==> src/rtl/mul_pkg.sv <==
// Shared definitions for the mul_stage pipeline: widths and op encodings.
package mul_pkg;

    localparam int XLEN   = 64;
    localparam int TAG_W  = 4;
    localparam int PROD_W = 2 * XLEN;

    typedef enum logic [2:0] {
        OP_MUL    = 3'b000,
        OP_MULH   = 3'b001,
        OP_MULHSU = 3'b010,
        OP_MULHU  = 3'b011,
        OP_MULW   = 3'b100
    } mul_op_e;

endpackage

==> src/rtl/mul_fixup.sv <==
// Result select for the external multiplier core, including the MULH sign correction.
// MULW is only legal when MUL_WORD_OP_EN is defined.
module mul_fixup
    import mul_pkg::*;
(
    input  logic [2:0]        op,
    input  logic [XLEN-1:0]   a,
    input  logic [XLEN-1:0]   b,
    input  logic [PROD_W-1:0] core_res,
    output logic [XLEN-1:0]   data,
    output logic              err
);

    logic [XLEN-1:0] hi;
    logic [XLEN-1:0] lo;
    logic [XLEN-1:0] hi_corr;

    always_comb begin
        hi = core_res[PROD_W-1:XLEN];
        lo = core_res[XLEN-1:0];
        // Core treats b as unsigned; a negative b contributes an extra a*2^64.
        hi_corr = hi - (((op == OP_MULH) && b[XLEN-1]) ? a : '0);

        data = '0;
        err  = 1'b0;
        case (op)
            OP_MUL:              data = lo;
            OP_MULH:             data = hi_corr;
            OP_MULHSU, OP_MULHU: data = hi;
`ifdef MUL_WORD_OP_EN
            OP_MULW:             data = {{(XLEN-32){core_res[31]}}, core_res[31:0]};
`endif
            default:             err  = 1'b1;
        endcase
    end

endmodule

==> src/rtl/mul_stage.sv <==
// Two-stage valid/ready wrapper around an external 64x64 multiplier core.
// MUL_WORD_OP_EN enables the MULW op (handled inside mul_fixup).
module mul_stage
    import mul_pkg::*;
(
    input  logic                clk,
    input  logic                rst_n,
    input  logic                in_valid,
    output logic                in_ready,
    input  logic [2:0]          in_op,
    input  logic [XLEN-1:0]     in_a,
    input  logic [XLEN-1:0]     in_b,
    input  logic [TAG_W-1:0]    in_tag,
    output logic [XLEN-1:0]     core_a,
    output logic [XLEN-1:0]     core_b,
    output logic                core_sign,
    input  logic [PROD_W-1:0]   core_res,
    output logic                out_valid,
    input  logic                out_ready,
    output logic [XLEN-1:0]     out_data,
    output logic [TAG_W-1:0]    out_tag,
    output logic                out_err
);

    logic             s1_vld_q, s1_vld_d;
    logic [2:0]       s1_op_q,  s1_op_d;
    logic [XLEN-1:0]  s1_a_q,   s1_a_d;
    logic [XLEN-1:0]  s1_b_q,   s1_b_d;
    logic [TAG_W-1:0] s1_tag_q, s1_tag_d;

    logic             s2_vld_q,  s2_vld_d;
    logic [XLEN-1:0]  s2_data_q, s2_data_d;
    logic [TAG_W-1:0] s2_tag_q,  s2_tag_d;
    logic             s2_err_q,  s2_err_d;

    logic             s1_adv;
    logic             accept;
    logic [XLEN-1:0]  fix_data;
    logic             fix_err;

    mul_fixup u_fixup (
        .op       (s1_op_q),
        .a        (s1_a_q),
        .b        (s1_b_q),
        .core_res (core_res),
        .data     (fix_data),
        .err      (fix_err)
    );

    always_comb begin
        s1_adv   = s1_vld_q && (!s2_vld_q || out_ready);
        in_ready = !s1_vld_q || s1_adv;
        accept   = in_valid && in_ready;

        s1_vld_d = s1_vld_q;
        s1_op_d  = s1_op_q;
        s1_a_d   = s1_a_q;
        s1_b_d   = s1_b_q;
        s1_tag_d = s1_tag_q;
        if (accept) begin
            s1_vld_d = 1'b1;
            s1_op_d  = in_op;
            s1_a_d   = in_a;
            s1_b_d   = in_b;
            s1_tag_d = in_tag;
        end else if (s1_adv) begin
            s1_vld_d = 1'b0;
        end

        // Payload only changes on a load, so it holds while stalled.
        s2_vld_d  = s2_vld_q;
        s2_data_d = s2_data_q;
        s2_tag_d  = s2_tag_q;
        s2_err_d  = s2_err_q;
        if (s1_adv) begin
            s2_vld_d  = 1'b1;
            s2_data_d = fix_data;
            s2_tag_d  = s1_tag_q;
            s2_err_d  = fix_err;
        end else if (out_ready) begin
            s2_vld_d = 1'b0;
        end
    end

    always_ff @(posedge clk or negedge rst_n) begin
        if (!rst_n) begin
            s1_vld_q  <= 1'b0;
            s1_op_q   <= '0;
            s1_a_q    <= '0;
            s1_b_q    <= '0;
            s1_tag_q  <= '0;
            s2_vld_q  <= 1'b0;
            s2_data_q <= '0;
            s2_tag_q  <= '0;
            s2_err_q  <= 1'b0;
        end else begin
            s1_vld_q  <= s1_vld_d;
            s1_op_q   <= s1_op_d;
            s1_a_q    <= s1_a_d;
            s1_b_q    <= s1_b_d;
            s1_tag_q  <= s1_tag_d;
            s2_vld_q  <= s2_vld_d;
            s2_data_q <= s2_data_d;
            s2_tag_q  <= s2_tag_d;
            s2_err_q  <= s2_err_d;
        end
    end

    assign core_a    = s1_a_q;
    assign core_b    = s1_b_q;
    assign core_sign = (s1_op_q == OP_MULH) || (s1_op_q == OP_MULHSU);

    assign out_valid = s2_vld_q;
    assign out_data  = s2_data_q;
    assign out_tag   = s2_tag_q;
    assign out_err   = s2_err_q;

endmodule

==> config.mk <==
export PLATFORM = sky130hd
export DESIGN_NAME = mul_stage
export DESIGN_NICKNAME = d
export VERILOG_FILES = /design/src/rtl/mul_pkg.sv /design/src/rtl/mul_fixup.sv /design/src/rtl/mul_stage.sv
export SDC_FILE = /design/constraint.sdc
export NUM_CORES = 1
export LEC_CHECK = 0
export ABC_AREA = 1
export CAP_MARGIN = 25
export CORE_MARGIN = 10
export CORE_UTILIZATION = 41
export DETAILED_ROUTE_END_ITERATION = 7
export DONT_BUFFER_PORTS = 1
export PLACE_DENSITY_LB_ADDON = 0.12
export SLEW_MARGIN = 40
export SYNTH_ARGS = -nofsm -noshare
export SYNTH_HDL_FRONTEND = slang
export SYNTH_SLANG_ARGS = --single-unit
==> constraint.sdc <==
create_clock -name clk -period 3 [get_ports clk]
set_input_delay 0.6 -clock clk [delete_from_list [all_inputs] [get_ports clk]]
set_output_delay 0.6 -clock clk [all_outputs]
set_load 0.01 [all_outputs]
==> results.toml <==
[run_status]
outcome = "complete, but fails checks"
violations = "negative hold slack"

[placement]
dp_hpwl_um = 48000
post-place-ws_ns = -0.202
place_area_um2 = 16600
io_buffer_count = 0
gp_congestion = 0.946

[drt]
viasPerCell = 5.15
vias = 14400
wl_met1_um = 25700
drt_first_pass_iters = 6
dr_wl_met3_um = 5450
route.met2.wl_um = 28400
drc = 0
drt_iter0_markers = 858
drtAntennaViolNets = 0
postRouteWirelength_um = 60900
wl_per_cell_um = 21.7
highest_layer = "met5"

[sta]
hold_ws_ns = -0.264
hold_violations = 206
rsz0062_at_grt = "yes"
finalCriticalPeriod_ns = 2.91
setup_viol = 0
tns_ns = 0
tightest_slew_ns = 0.714
timing.final.crit_share = 0.969
slew_viol_final = 0
worst_slack_ns = 0.0923
skew_ns = 0.0322
maxSlewHeadroom = 0.524
max_freq_ghz = 0.344

[floorplanning]
start_util = 0.415
rows = 70
dieArea_um2 = 45100
die_h_um = 212
core_region_area_um2 = 36500
die_w_um = 212
pin_count = 467

[final_layout]
fillers = 3534
layout.nets = 2661
final_cell_area_um2 = 19900
drive_gt1_frac = 0.327
syn_to_final_growth_pct = 31.4

[clock_tree]
cts_buffers = 24
root_buffer = "clkbuf_16"
htreeDepth = 1
cts_num_sinks = 206
cts_tree = "built"
clkTransAtPathRegs_ns = 0.06
clk_path_buf_depth = 3
clk_latency_ns = 0.56

[worst_setup_path]
worstRegToRegCells = 23
worstPathArrival_ns = 3.36
critical_path_required_ns = 3.45
cp_max_fo = 6
crit_type = "reg2reg"
max_stage_delay_ns = 0.39
critPathSlowestCell = "dfrtp_1"
critPathCaptureType = "flip-flop"
cp_cell_sequence = "nor2_2 > nand2_2 > nor2_4 > buf_12 > buf_12 > clkbuf_16 > nand2_8 > ha_4 > nand2_4 > inv_2 > nand2_2 > nand2_4 > buf_4 > a21oi_4 > nand2_4 > nand2_4 > nand2_8 > buf_6 > o21ai_2 > buf_4 > nand3_2 > nand2_1 > nand2_1"
startpoint_type = "flip-flop"
cp_common_cell = "nand2_4"

[logic_synthesis]
synth_top_cell_by_area = "dfrtp_1"
synth_cell_type_count = 40
synth.top_cell.area_share = 0.340
synth.avg_cell_area_um2 = 6.91
synthTopCellsByCount = "nand2_1 (901), inv_1 (348), dfrtp_1 (206), mux2_2 (129), nand3_1 (107)"
syn-cell-area_um2 = 15200
synth_flop_cell = "dfrtp_1"
synthCells = 2194
ys_seq_area_frac = 0.340
synth_seq_cells = 206
ys_warn_count = 0
synth_edf_count = 0
yosys.cell_count.top_type = "nand2_1"
async_flop_share = 1.00
synth_nets = 2540
synthTopCellsByArea = "dfrtp_1 (34%), nand2_1 (22%), mux2_2 (9.6%)"

[global_route]
antenna_found_initial = 3
grt_pass1_vias = 14300
grt_max_degree = 207
grt_remaining_overflow = 0
grt_pass1_wl_um = 87300
track_usage = 0.254

[min_path]
min_path_type = "in2async"

[power_and_ir_drop]
power_density_nw_per_um2 = 523
power.internal_mw = 6.47
p_switching_mw = 3.95
switching_share = 0.379
power_leakage_nw = 10.1
ir_drop_mv = 0.505
seq_power_share = 0.408
clkPwrFrac = 0.287
p_comb_frac = 0.304

[run]
max_cap_viol_count = 0
## path summary, 6_finish.rpt
path	start	to	slack, ns
setup reg to reg	s1_op_q[2]	out_data[30]	0.09
setup / recovery	s1_op_q[2]	out_data[30]	0.09
hold reg to reg	s1_tag_q[3]	s1_tag_q[3]	0.51
hold / removal	rst_n	core_b[55]	-0.26
max in group asynchronous	rst_n	out_data[51]	2.92
min in group clk	in_a[8]	core_a[8]	0.19
## layout by cell type, fill, tap and decap left out, types with 7 or more instances in the layout
master	instances
a21o_1	10
a21oi_1	44
a21oi_2	26
a22o_1	25
a31oi_1	10
buf_12	10
buf_4	128
clkbuf_16	28
clkinv_2	7
dfrtp_1	206
ha_1	9
ha_4	68
inv_1	333
inv_2	29
mux2_2	129
nand2_1	737
nand2_2	139
nand2_4	47
nand3_1	78
nand3_2	29
nand3_4	8
nand4_1	8
nor2_1	52
nor2_2	30
nor2_4	36
nor3_2	7
o21ai_0	25
## per-layer routing
layer,vias up,track usage
li1,7052,-
met1,6837,0.323
met2,474,0.417
met3,59,0.0754
met4,4,0.0581
met5,-,0
## layout make-up
type | instances | area (um2) | area share
Antenna cell | 1 | 2.50 | 0.000126
Clock buffer | 31 | 668 | 0.0335
Clock inverter | 13 | 133 | 0.00666
Inverter | 366 | 1380 | 0.0690
Multi-Input combinational cell | 1568 | 10700 | 0.534
Sequential cell | 206 | 5150 | 0.259
Tap cell | 468 | 586 | 0.0294
Timing Repair Buffer | 149 | 1360 | 0.0682
## cell families (layout without fill, tap and decap cells)
logic type | after synthesis | after routing | share of synthesized area
and+or+nand+nor | 1196 | 1196 | 0.327
buffers and inverters | 420 | 559 | 0.106
DFF | 206 | 206 | 0.340
AOI/OAI and AO/OA | 160 | 160 | 0.0628
muxes | 129 | 129 | 0.0958
adders and majority gates | 79 | 79 | 0.0657
xor gates and xnor gates | 4 | 4 | 0.00231
other | 0 | 1 | 0
## critical path: cells and delay by family, from the launching register on
kind	cells	cell delay (ns)
AOI/OAI and AO/OA	2	0.23
adders and majority gates	1	0.27
buffers and inverters	7	0.87
DFF	1	0.39
and+or+nand+nor	13	1.01
## repair_timing
item                       CTS  global route
setup buffers                2            19
pin swaps                   10            86
resized for setup           71           421
gates cloned                 1             3
setup endpoints to repair   27            53
hold endpoints to repair   206           206
## sequential cells by signal, summed over array words and instances, names as in the netlist
register and cells:
core_a 64, core_b 64, out_data 64, out_tag 4, s1_tag_q 4, s1_op_q 3, out_err 1, out_valid 1
s1_vld_q 1
## power groups by stage
stage / registers (mW) / logic [mW] / clock network, mW
floorplan: 3.95 / 1.80 / 0
global placement: 4.31 / 2.57 / 0
detailed placement: 4.30 / 2.60 / 0
CTS: 4.26 / 2.69 / 3.07
global route: 4.32 / 3.51 / 3.17
finish: 4.26 / 3.17 / 3.00
## per-stage QoR
stage | util | power, mW | std cells
after global routing | 0.546 | 11.0 | 2801
after global placement | 0.454 | 6.87 | 2732
after detailed placement | 0.454 | 6.90 | 2732
after floorplan | - | 5.75 | 2194
after CTS | 0.486 | 10.0 | 2779
final | 0.546 | 10.4 | 2802
Note: power is estimated with default switching activity, not from simulation.
